$ cat src/rtl/booth4_div_pkg.sv
// Shared types and sizing helpers for booth4_divider_nbit.
package booth4_div_pkg;

  localparam int DEF_DIV_SIZE = 32;

  typedef enum logic [1:0] {
    IDLE = 2'd0,
    CALC = 2'd1,
    FIX  = 2'd2,
    SEND = 2'd3
  } state_t;

  // Counter width for a given operand width.
  function automatic int cnt_w(input int n);
    return $clog2(n);
  endfunction

endpackage

$ cat src/rtl/brent_kung_adder_nbit.sv
// Brent-Kung parallel-prefix adder. Carry-in is folded into bit 0 so the
// prefix tree covers only the low WIDTH-1 bits that feed a higher sum bit.
module brent_kung_adder_nbit #(
  parameter int WIDTH = 33
) (
  input  logic [WIDTH-1:0] in_op1,
  input  logic [WIDTH-1:0] in_op2,
  input  logic             cin,
  output logic [WIDTH-1:0] out_sum
);

  localparam int M   = WIDTH - 1;
  localparam int TOP = 1 << ($clog2(M) - 1);

  logic [WIDTH-1:0] p;
  logic [M-1:0]     gp;
  logic [M-1:0]     pp;

  always_comb begin
    p  = in_op1 ^ in_op2;
    gp = in_op1[M-1:0] & in_op2[M-1:0];
    pp = p[M-1:0];
    gp[0] = gp[0] | (pp[0] & cin);
    for (int d = 1; d < M; d = d * 2) begin
      for (int i = 2 * d - 1; i < M; i += 2 * d) begin
        gp[i] = gp[i] | (pp[i] & gp[i-d]);
        pp[i] = pp[i] & pp[i-d];
      end
    end
    // Down-sweep fills the prefixes the up-sweep skipped.
    for (int d = TOP; d > 0; d = d / 2) begin
      for (int i = 3 * d - 1; i < M; i += 2 * d) begin
        gp[i] = gp[i] | (pp[i] & gp[i-d]);
      end
    end
    out_sum = p ^ {gp, cin};
  end

endmodule

$ cat src/rtl/booth4_divider_nbit.sv
// Sequential radix-2 restoring divider with valid/ready handshakes.
// BOOTH4_DIV_FAST_SPECIAL_EN: divide-by-zero/overflow results skip CALC/FIX.
//   state | meaning
//   IDLE  | waiting for operands, out_ready high
//   CALC  | one quotient bit per cycle, DIV_SIZE cycles
//   FIX   | sign correction and special-case overrides
//   SEND  | result held until in_ready
module booth4_divider_nbit
  import booth4_div_pkg::*;
#(
  parameter int DIV_SIZE = DEF_DIV_SIZE
) (
  input  logic                clk,
  input  logic                rst_n,
  input  logic [DIV_SIZE-1:0] in_op1,
  input  logic [DIV_SIZE-1:0] in_op2,
  input  logic                in_op1_signed,
  input  logic                in_op2_signed,
  input  logic                in_valid,
  output logic                out_ready,
  input  logic                in_ready,
  output logic                out_valid,
  output logic [DIV_SIZE-1:0] out_quo,
  output logic [DIV_SIZE-1:0] out_rem
);

  localparam int N     = DIV_SIZE;
  localparam int CNT_W = cnt_w(DIV_SIZE);

  state_t           state_q, state_d;
  logic [CNT_W-1:0] cnt_q, cnt_d;
  logic [N-1:0]     rem_q, rem_d, quo_q, quo_d, div_q, div_d, op1_q, op1_d;
  logic             neg_quo_q, neg_quo_d, neg_rem_q, neg_rem_d;
  logic             dz_q, dz_d, ovf_q, ovf_d;

  logic             sgn1, sgn2, accept, cap_dz, cap_ovf, fast_special;
  logic [N-1:0]     mag1, mag2;
  logic [N:0]       shifted, trial;

  assign sgn1    = in_op1_signed & in_op1[N-1];
  assign sgn2    = in_op2_signed & in_op2[N-1];
  assign mag1    = sgn1 ? (~in_op1 + 1'b1) : in_op1;
  assign mag2    = sgn2 ? (~in_op2 + 1'b1) : in_op2;
  assign cap_dz  = (in_op2 == '0);
  assign cap_ovf = in_op1_signed & in_op2_signed &
                   (in_op1 == {1'b1, {(N-1){1'b0}}}) & (&in_op2);
  assign accept  = in_valid & out_ready;

`ifdef BOOTH4_DIV_FAST_SPECIAL_EN
  assign fast_special = cap_dz | cap_ovf;
`else
  assign fast_special = 1'b0;
`endif

  // Partial remainder can reach 2*divisor-1, hence the extra bit.
  assign shifted = {rem_q, quo_q[N-1]};

  brent_kung_adder_nbit #(.WIDTH(N + 1)) u_trial (
    .in_op1 (shifted),
    .in_op2 (~{1'b0, div_q}),
    .cin    (1'b1),
    .out_sum(trial)
  );

  always_comb begin
    state_d   = state_q;
    cnt_d     = '0;
    rem_d     = rem_q;
    quo_d     = quo_q;
    div_d     = div_q;
    op1_d     = op1_q;
    neg_quo_d = neg_quo_q;
    neg_rem_d = neg_rem_q;
    dz_d      = dz_q;
    ovf_d     = ovf_q;
    case (state_q)
      IDLE: begin
        if (accept) begin
          div_d     = mag2;
          op1_d     = in_op1;
          neg_quo_d = sgn1 ^ sgn2;
          neg_rem_d = sgn1;
          dz_d      = cap_dz;
          ovf_d     = cap_ovf;
          if (fast_special) begin
            state_d = SEND;
            quo_d   = cap_dz ? '1 : in_op1;
            rem_d   = cap_dz ? in_op1 : '0;
          end else begin
            state_d = CALC;
            quo_d   = mag1;
            rem_d   = '0;
          end
        end
      end
      CALC: begin
        cnt_d = cnt_q + 1'b1;
        quo_d = {quo_q[N-2:0], ~trial[N]};
        rem_d = trial[N] ? shifted[N-1:0] : trial[N-1:0];
        if (cnt_q == CNT_W'(N - 1)) begin
          state_d = FIX;
          cnt_d   = '0;
        end
      end
      FIX: begin
        quo_d   = neg_quo_q ? (~quo_q + 1'b1) : quo_q;
        rem_d   = neg_rem_q ? (~rem_q + 1'b1) : rem_q;
        if (dz_q) begin
          quo_d = '1;
          rem_d = op1_q;
        end else if (ovf_q) begin
          quo_d = op1_q;
          rem_d = '0;
        end
        state_d = SEND;
      end
      SEND: begin
        if (in_ready) state_d = IDLE;
      end
      default: state_d = IDLE;
    endcase
  end

  always_ff @(posedge clk or negedge rst_n) begin
    if (!rst_n) begin
      state_q   <= IDLE;
      cnt_q     <= '0;
      rem_q     <= '0;
      quo_q     <= '0;
      div_q     <= '0;
      op1_q     <= '0;
      neg_quo_q <= 1'b0;
      neg_rem_q <= 1'b0;
      dz_q      <= 1'b0;
      ovf_q     <= 1'b0;
    end else begin
      state_q   <= state_d;
      cnt_q     <= cnt_d;
      rem_q     <= rem_d;
      quo_q     <= quo_d;
      div_q     <= div_d;
      op1_q     <= op1_d;
      neg_quo_q <= neg_quo_d;
      neg_rem_q <= neg_rem_d;
      dz_q      <= dz_d;
      ovf_q     <= ovf_d;
    end
  end

  assign out_ready = (state_q == IDLE);
  assign out_valid = (state_q == SEND);
  assign out_quo   = out_valid ? quo_q : '0;
  assign out_rem   = out_valid ? rem_q : '0;

endmodule
$ cat config.mk
export PLATFORM = sky130hd
export DESIGN_NAME = booth4_divider_nbit
export DESIGN_NICKNAME = d
export VERILOG_FILES = /design/src/rtl/booth4_div_pkg.sv /design/src/rtl/brent_kung_adder_nbit.sv /design/src/rtl/booth4_divider_nbit.sv
export SDC_FILE = /design/constraint.sdc
export NUM_CORES = 1
export LEC_CHECK = 0
export ABC_AREA = 1
export BUFFER_PORTS_ARGS = -buffer_cell sky130_fd_sc_hd__buf_4
export CAP_MARGIN = 20
export CORE_MARGIN = 2
export CORE_UTILIZATION = 25
export CTS_BUF_LIST = sky130_fd_sc_hd__clkbuf_2
export DETAILED_ROUTE_END_ITERATION = 12
export PLACE_DENSITY = 0.39
export SLEW_MARGIN = 30
export SYNTH_ARGS = -nofsm -noshare
export SYNTH_HDL_FRONTEND = slang
export SYNTH_SLANG_ARGS = --single-unit
$ cat constraint.sdc
create_clock -name clk -period 5 [get_ports clk]
set_input_delay 0.5 -clock clk [delete_from_list [all_inputs] [get_ports clk]]
set_output_delay 0.5 -clock clk [all_outputs]
set_load 0.01 [all_outputs]
==> out/metrics.yaml <==
cp_top_family: "simple AND/OR/NAND/NOR gates"
synth-seq-cells: 139
irDropWorstVdd_mv: 0.349
nNetsFinal: 2362
final.period_utilization: 0.669
routabilityCongestion: 0.890
root_buffer: "clkbuf_2"
power_density_mw_per_mm2: 609
cp_slowest_cell: "dfrtp_1"
path_cells: "inv_1 > ha_1 > inv_1 > fa_1 > nand2_1 > nand2_1 > nand3_1 > nand2_1 > nand2_1 > nand2_2 > inv_1 > o21bai_1 > a21oi_1 > o211ai_1 > fa_1 > xnor2_1 > nand3_1 > nand3_1 > nand2_1 > nand2_1 > nand2_1"
hp-start: "in_op2_signed"
num_io_pins: 136
first_iter_violations: 1093
synth_xor_area_frac: 0.0410
grt_pass1_wl_mm: 86.0
reg2reg_from: "quo_q[31]"
synth-simple-area-share: 0.367
syn_area_mm2: 0.0128
setup_viol: 0
synth_warnings: 0
vias_per_cell: 4.81
startpoint_type: "register"
cts.repair.resized: 0
seq_area_frac_synth: 0.272
cts.sink_count: 139
syn_nets: 2193
drc: 0
ys.flop_type: "dfrtp_1"
rsz0062_at_grt: "false"
coreArea_mm2: 0.0504
cts_buffers: 17
antenna_found_initial: 1
synthArstFlopShare: 1.00
fillCellCount: 5703
layout_common_cells: "618 x nand2_1, 288 x inv_1, 202 x nand3_1"
syn_to_final_growth_pct: 21.2
status: "finished clean"
skew_ps: 52.9
crit_path_frequent_cell: "nand2_1"
wire_per_inst_um: 19.5
drive_gt1_frac: 0.105
fin_crit_ps: 3340
tightestPinTransition_ps: 976
max_stage_delay_ps: 460
dieHeight_um: 230
portBuffers: 135
cts.clk_slew.worst_paths_ps: 280
die_w_um: 230
dieArea_mm2: 0.0531
grt-ovfl-total: 0
r2r_slack_ps: 1660
avgSynthCellArea_um2: 6.20
grt_max_degree: 103
end_kind: "register"
critPathMaxFanout: 4
ys_types: 49
netlist_instances: 2065
fin_tns_setup_ps: 0
dr.pass1.iters: 5
dpl_cell_area_mm2: 0.0144
cts_tree: "built"
drv_slew: 0
crit_buf_inv: 3
holdWs_ps: 130
hp-class: "in -> reg"
num_rows: 82
clk_latency_ps: 920
hold_viol: 0
leakage_nw: 8.10
rr_worst_depth: 21
ant_nets: 0
initial_core_util: 0.254
finalInstanceArea_mm2: 0.0155
synth_top_family_by_area: "simple AND/OR/NAND/NOR gates"
path_class: "reg -> reg"
vias: 14044
maxSlewHeadroom: 0.348
crit_required_ps: 5790
detailed_place_hpwl_mm: 42.7
layout.cells.most_common: "nand2_1"
cap_violations: 0
routed_wl_mm: 57.1
synth-edff-count: 0
gr-usage-all-layers: 0.216
ctsHtreeMaxLevel: 4
synth_compound_area_frac: 0.135
synthMuxAreaShare: 0
crit_arrival_ps: 4140
synthAdderAreaFrac: 0.0660
whs_path_depth: 5
first_global_vias: 13673
hold_path_end: "neg_quo_q"
cts.path.max_buffers: 2
r2r_end: "rem_q[31]"
fmax_mhz: 299
-- how the worst max path moves through the flow --
stage	start	end	slack, ps	cells past startpoint
6_report	quo_q[31]	rem_q[31]	1660	21
5_1_grt	quo_q[31]	rem_q[31]	1250	21
4_1_cts	quo_q[31]	rem_q[31]	1630	21
3_5_place_dp	quo_q[31]	rem_q[31]	1670	21
3_3_place_gp	quo_q[31]	rem_q[31]	1690	21
2_1_floorplan	quo_q[31]	rem_q[31]	2150	21
-- cell families (layout without fill, tap and decap cells) --
| logic type | Yosys count | in the layout |
|---|---|---|
| AOI/OAI and AO/OA | 320 | 320 |
| xor gates and xnor gates | 60 | 60 |
| adders and majority gates | 58 | 58 |
| buffers and inverters | 383 | 565 |
| DFF | 139 | 139 |
| other | 0 | 2 |
| and+or+nand+nor | 1105 | 1105 |
-- cells in the mapped netlist, types with 16 or more instances --
cell type | count | area (um^2)
a21oi_1 | 98 | 490
buf_2 | 24 | 120
clkbuf_1 | 48 | 180
dfrtp_1 | 139 | 3480
fa_1 | 16 | 320
ha_1 | 42 | 526
inv_1 | 288 | 1080
nand2_1 | 619 | 2320
nand3_1 | 202 | 1010
nand4_1 | 29 | 181
nor2_1 | 185 | 694
nor3_1 | 23 | 115
o21ai_0 | 162 | 811
o21ai_1 | 16 | 80.1
xor2_1 | 50 | 438
-- metrics by stage --
step | worst slack, ps | total power [mW] | instances | util
finish | 1660 | 9.44 | 2921 | 0.308
global route | 1250 | 10.4 | 2920 | 0.308
CTS | 1630 | 9.46 | 2919 | 0.308
detailed placement | 1670 | 8.58 | 2805 | 0.287
global placement | 1690 | 8.58 | 2804 | 0.286
floorplan | 2150 | 6.35 | 2065 | -
-- flip-flops by register name, summed over array words and instances (netlist names), 2 cells and up --
signal / flops
div_q: 32
op1_q: 32
quo_q: 32
rem_q: 32
cnt_q: 5
state_q: 2
-- worst reg2reg max path: stages (launching register included) --
cell,delay [ps]
dfrtp_1,460
inv_1,110
ha_1,150
inv_1,50
fa_1,370
nand2_1,70
nand2_1,80
nand3_1,100
nand2_1,110
nand2_1,100
nand2_2,120
inv_1,120
o21bai_1,110
a21oi_1,240
o211ai_1,130
fa_1,380
xnor2_1,170
nand3_1,90
nand3_1,120
nand2_1,60
nand2_1,50
nand2_1,60
-- per-layer routing --
metal	part of all wire	track usage
met5	0	0
met4	0.022	0.0631
met3	0.047	0.0340
met2	0.44	0.336
met1	0.49	0.306
-- timing repair --
action                                 in CTS  in global routing
hold buffers                               82                  0
endpoints found under the hold margin     191                  0
buffers inserted                            0                  0
-- layout make-up --
type	count	area, um^2	area share
tap	672	841	0.0542
sequential	139	3480	0.224
clock buffer	17	85.1	0.00548
clock inverter	15	153	0.00984
multi-input combinational	1543	7840	0.505
inverter	299	1120	0.0723
timing repair buffer	234	2000	0.129
antenna	2	5.00	0.000322
-- power by group --
group | total (mW) | switching [mW] | internal (mW)
registers | 2.32 | 0.722 | 1.60
logic | 6.37 | 4.33 | 2.04
clock network | 0.752 | 0.525 | 0.227
Power figures use the tool's default switching activity.
